**src/rtl/pwm_main.sv**
```systemverilog
// pwm_main: write-only SPI slave that programs four 8-bit PWM channels.
// SPI pins are oversampled by CLK; SCLK is treated as data, never as a clock.
module pwm_main (
  input  logic       CLK,
  input  logic       _RST,
  input  logic       _CS,
  input  logic       SCLK,
  input  logic       MOSI,
  input  logic       EN,
  output logic       MISO,
  output logic [3:0] PWMOutputs
);

  localparam int unsigned NCH = 4;

  logic [1:0] cs_sync;
  logic [1:0] sclk_sync;
  logic [1:0] mosi_sync;
  logic       sclk_prev;
  logic       cs_q;
  logic       sclk_q;
  logic       mosi_q;
  logic       sclk_rise;

  always_ff @(posedge CLK or posedge _RST) begin
    if (_RST) begin
      cs_sync   <= 2'b11;
      sclk_sync <= 2'b00;
      mosi_sync <= 2'b00;
      sclk_prev <= 1'b0;
    end else begin
      cs_sync   <= {cs_sync[0], _CS};
      sclk_sync <= {sclk_sync[0], SCLK};
      mosi_sync <= {mosi_sync[0], MOSI};
      sclk_prev <= sclk_sync[1];
    end
  end

  assign cs_q      = cs_sync[1];
  assign sclk_q    = sclk_sync[1];
  assign mosi_q    = mosi_sync[1];
  assign sclk_rise = sclk_q & ~sclk_prev;

  // Only the last ten bits are kept: address bits [7:3] are dropped on the fly.
  logic [3:0] bit_cnt;
  logic [9:0] shift_q;
  logic       wr_stb;
  logic [2:0] wr_addr;
  logic [7:0] wr_data;

  assign wr_stb  = ~cs_q & sclk_rise & (bit_cnt == 4'd15);
  assign wr_addr = shift_q[9:7];
  assign wr_data = {shift_q[6:0], mosi_q};

  always_ff @(posedge CLK or posedge _RST) begin
    if (_RST) begin
      bit_cnt <= 4'd0;
      shift_q <= 10'd0;
    end else if (cs_q) begin
      bit_cnt <= 4'd0;
      shift_q <= 10'd0;
    end else if (sclk_rise) begin
      bit_cnt <= bit_cnt + 4'd1;
      shift_q <= {shift_q[8:0], mosi_q};
    end
  end

  logic [NCH-1:0][7:0] duty_q;
  logic [NCH-1:0][7:0] duty_nxt;
  logic [7:0]          period_q;
  logic [7:0]          period_nxt;
  logic [7:0]          prescale_q;
  logic [7:0]          prescale_nxt;

  always_comb begin
    duty_nxt     = duty_q;
    period_nxt   = period_q;
    prescale_nxt = prescale_q;
    if (wr_stb) begin
      case (wr_addr)
        3'd0, 3'd1, 3'd2, 3'd3: duty_nxt[wr_addr[1:0]] = wr_data;
        3'd4:                   period_nxt             = wr_data;
        3'd5:                   prescale_nxt           = wr_data;
        default: ;
      endcase
    end
  end

  always_ff @(posedge CLK or posedge _RST) begin
    if (_RST) begin
      duty_q     <= '0;
      period_q   <= 8'hFF;
      prescale_q <= 8'h00;
    end else begin
      duty_q     <= duty_nxt;
      period_q   <= period_nxt;
      prescale_q <= prescale_nxt;
    end
  end

  logic [7:0] presc_cnt;
  logic       tick;

  assign tick = EN & (presc_cnt == 8'd0);

  always_ff @(posedge CLK or posedge _RST) begin
    if (_RST) begin
      presc_cnt <= 8'd0;
    end else if (!EN) begin
      presc_cnt <= 8'd0;
    end else if (presc_cnt == 8'd0) begin
      presc_cnt <= prescale_q;
    end else begin
      presc_cnt <= presc_cnt - 8'd1;
    end
  end

  logic [7:0]          pwm_cnt;
  logic [NCH-1:0][7:0] duty_sh;
  logic [7:0]          period_sh;
  logic                wrap;

  assign wrap = tick & (pwm_cnt == period_sh);

  always_ff @(posedge CLK or posedge _RST) begin
    if (_RST) begin
      pwm_cnt <= 8'd0;
    end else if (!EN) begin
      pwm_cnt <= 8'd0;
    end else if (wrap) begin
      pwm_cnt <= 8'd0;
    end else if (tick) begin
      pwm_cnt <= pwm_cnt + 8'd1;
    end
  end

  // Shadows take the *_nxt values so a write landing on the wrap cycle is not lost.
  always_ff @(posedge CLK or posedge _RST) begin
    if (_RST) begin
      duty_sh   <= '0;
      period_sh <= 8'hFF;
    end else if (!EN || wrap) begin
      duty_sh   <= duty_nxt;
      period_sh <= period_nxt;
    end
  end

  logic [NCH-1:0] cmp;

  always_comb begin
    cmp = '0;
    for (int n = 0; n < NCH; n++) begin
      cmp[n] = (pwm_cnt < duty_sh[n]);
    end
  end

  always_ff @(posedge CLK or posedge _RST) begin
    if (_RST) begin
      PWMOutputs <= 4'b0000;
    end else begin
      PWMOutputs <= EN ? cmp : 4'b0000;
    end
  end

  assign MISO = 1'b0;

endmodule

```
**config.mk**
```make
export PLATFORM = sky130hd
export DESIGN_NAME = pwm_main
export DESIGN_NICKNAME = d
export VERILOG_FILES = /design/src/rtl/pwm_main.sv
export SDC_FILE = /design/constraint.sdc
export NUM_CORES = 1
export LEC_CHECK = 0
export ABC_AREA = 1
export BUFFER_PORTS_ARGS = -buffer_cell sky130_fd_sc_hd__buf_2
export CAP_MARGIN = 20
export CORE_ASPECT_RATIO = 1.25
export CORE_MARGIN = 8
export CORE_UTILIZATION = 35
export DETAILED_ROUTE_END_ITERATION = 8
export GPL_TIMING_DRIVEN = 1
export PLACE_DENSITY = 0.57
export SKIP_CTS_REPAIR_TIMING = 1
export SYNTH_ARGS = -nofsm -noshare
export SYNTH_HDL_FRONTEND = slang
export SYNTH_SLANG_ARGS = --single-unit
```
**constraint.sdc**
```tcl
create_clock -name CLK -period 7.2 [get_ports CLK]
set_clock_uncertainty 0.05 [all_clocks]
set_input_delay 1.44 -clock CLK [delete_from_list [all_inputs] [get_ports CLK]]
set_output_delay 1.44 -clock CLK [all_outputs]
set_load 0.03 [all_outputs]
```
==> key figures <==
Status
  – Status: complete, no violations

Global route
  – First-pass GRT wire length: 21.3 mm
  – Initial antenna violation count: 0
  – GRT Overall Usage: 0.125
  – Largest net degree at the start of global routing: 82
  – Vias in the first global route: 4,221
  – Grt total ovfl: 0

Die
  – Initial Utilization: 0.355
  – Standard-cell rows: 53
  – Die W: 133 um
  – # IOs: 11
  – Die Y: 162 um
  – Core region area: 16,800 sq um
  – DIE AREA: 21,500 sq um

STA
  – Final setup vio count: 0
  – Hold Fails Final Rpt: 0
  – Crit path time final: 3.48 ns
  – Max-Slew Margin vs Limit: 0.456
  – Top achievable clock speed: 287 MHz
  – Tcrit/Tclk final: 0.484
  – Slew Viols, Final: 0
  – Fin Setup TNS: 0 ns
  – Worst Slack Setup Final: 3.72 ns
  – RSZ-0062 raised after global routing: false
  – Worst slew pin tran: 0.815 ns

Hold path
  – Hold path start: sclk_sync[0]$_DFF_PP0_
  – Worst hold-check path type: reg -> reg

Critical path
  – Startpoint Class: input pin
  – RR Startpoint: presc_cnt[0]$_DFF_PP0_
  – Delay-heaviest family, CP: simple AND/OR/NAND/NOR gates
  – Crit path capture type: flip-flop
  – Critical setup path kind: in -> reg
  – Required @ worst endpoint: 7.50 ns
  – Worst setup path startpoint: EN
  – Slowest CP cell: buf_2
  – Critical path fanouts, max: 46
  – Critical Path AT: 3.78 ns
  – CP max stage delay: 0.62 ns
  – Bufs and invs on worst path: 1
  – Crit path top cell by count: nand2_1
  – Cells along the critical path: buf_2 > nand2_1 > nor2_1 > nand2_2 > nand2_4 > nand2_1 > nand2_1

Route
  – DR pass1 iterations: 4
  – Number of nets with antenna violations after routing: 0
  – Vias: 4,243
  – DR DRC count: 0
  – Via density: 4.71
  – Routed WL: 12.6 mm
  – Iteration-0 DRC Markers: 268
  – Wire length per cell: 14.0 um

Power and ir drop
  – Gate power share: 0.043
  – NetSw: 367 uW
  – Pwr Density: 248 nW/um^2
  – Switch share: 0.219
  – Peak supply drop: 0.161 mV
  – Internal: 1310 uW
  – Flop pwr share: 0.441
  – Leak: 0.00323 uW
  – Clk network pwr share: 0.516

Placement
  – Final HPWL DP: 8.79 mm
  – Routability cong.: 0.757
  – Minimum setup slack after placement: 3.32 ns
  – PortBufs: 9

Clocking
  – CTS Buf Count: 17
  – Root Buffer: clkbuf_16
  – Clock sinks: 129
  – CTS tree: done
  – H-tree levels: 4
  – Worst-case clock buffer depth: 2
  – Clk Latency, worst-skew pair: 0.41 ns
  – Worst-path clk slew: 0.05 ns

Final layout
  – Area grow syn2layout: 13.3%
  – Antenna cell count: 0
  – Final nets: 706
  – Layout cell share with drive strength beyond 1: 0.104

Yosys
  – Mapped Area: 5960 sq um
  – Syn Nets: 699
  – Syn Area/Cell: 9.02 sq um
  – Sequential area share after synthesis: 0.545
  – Synth cell types: 30
  – #FFs+latches synth: 129
  – Cell count after synthesis: 661
  – YS warnings: 0

Flow run
  – Max_cap viols: 0
-- layout make-up --
cell class	count	area (sq um)
Clock inverter	10	134
Sequential cell	129	3250
Inverter	65	246
Multi-Input combinational cell	444	2300
Clock buffer	22	464
Timing Repair Buffer	11	80.1
Tap cell	220	275
Fill cell	1639	10000
-- cells in the mapped netlist (all sizes together) --
cell,number,area share
o21ai,71,0.063
a21oi,10,0.0084
a31oi,5,0.0052
inv,64,0.040
nor2,22,0.014
conb,1,0.00063
and3,5,0.0052
or2,1,0.0011
nor3,6,0.0069
ha,32,0.067
a211oi,4,0.0050
clkinv,1,0.00063
dfrtp,111,0.47
buf,15,0.022
clkbuf,8,0.0050
nand3,70,0.059
nand4,5,0.0052
xnor2,7,0.010
nand2,201,0.13
dfstp,18,0.079
a21o,1,0.0013
a22o,3,0.0044
-- state kept, by name, indices dropped and copies added, names as in the netlist, 2 cells and up --
name,cells
prescale_q,8
sclk_sync,2
bit_cnt,4
period_q,8
PWMOutputs,4
duty_sh,32
period_sh,8
presc_cnt,8
cs_sync,2
pwm_cnt,8
duty_q,32
shift_q,10
mosi_sync,2
-- through the flow --
stage	util	hold WS (ns)	std cells	area, sq um	total power [uW]
final	0.402	0.298	901	6750	1670
after global routing	0.402	0.301	901	6750	1740
after CTS	0.401	0.298	900	6720	1690
after detailed placement	0.365	0.285	868	6130	822
after global placement	0.365	0.286	868	6130	821
after floorplan	-	0.281	661	5960	807
-- worst reg2reg max path, delay by kind of cell (launching register included) --
family / cells / cell delay, ns
buffers and inverters: 1 / 0.12
flip-flops: 1 / 0.37
adder cells (fa/ha/maj): 1 / 0.16
AND/OR/NAND/NOR: 8 / 1.82
-- power groups by stage --
stage / Clock, uW / Sequential (uW) / Combinational (uW)
global placement: 0 / 750 / 70.4
global route: 917 / 739 / 82.7
CTS: 883 / 738 / 71.7
detailed placement: 0 / 750 / 71.6
floorplan: 0 / 752 / 54.6
finish: 864 / 738 / 71.8
-- worst paths after layout --
| path | to | slack, ns | cells after the start |
|---|---|---|---|
| worst min-delay path | sclk_sync[1]$_DFF_PP0_ | 0.30 | 0 |
| worst max-delay path | period_sh[3]$_DFFE_PP1P_ | 3.72 | 7 |
| max in group asynchronous | period_q[6]$_DFF_PP1_ | 5.00 | 4 |
| worst min register to register | sclk_sync[1]$_DFF_PP0_ | 0.30 | 0 |
| worst max register to register | period_sh[3]$_DFFE_PP1P_ | 4.62 | 10 |
| min in group asynchronous | mosi_sync[0]$_DFF_PP0_ | 1.06 | 2 |
-- routing by layer --
metal / global-route usage / vias up / routed length, um
met4: 0.0533 / 0 / 214
met5: 0 / - / 0
li1: - / 2165 / -
met2: 0.201 / 67 / 6000
met1: 0.154 / 1999 / 5910
met3: 0.0349 / 12 / 448
-- placed cells by master (no fill, tap or decap), drive strengths merged, types with 5 or more instances in the layout --
cell / instances
a21oi: 10
clkinv: 6
nand3: 70
buf: 11
ha: 32
and3: 5
clkbuf: 22
inv: 64
dfrtp: 111
nand4: 5
xnor2: 7
a31oi: 5
o21ai: 71
nand2: 201
nor2: 22
dfstp: 18
nor3: 6
-- kinds of logic (layout without fill, tap and decap cells) --
kind of cell               after synthesis  in the layout  share of synthesized area
buffers and inverters                   88            108                     0.0684
adders and majority gates               32             32                     0.0672
DFF                                    129            129                      0.545
xor gates and xnor gates                 7              7                     0.0103
and+or+nand+nor                        310            310                      0.220
AOI/OAI and AO/OA                       94             94                     0.0878
other                                    1              1                   0.000629
No activity file was read; power rests on OpenSTA's default activity.
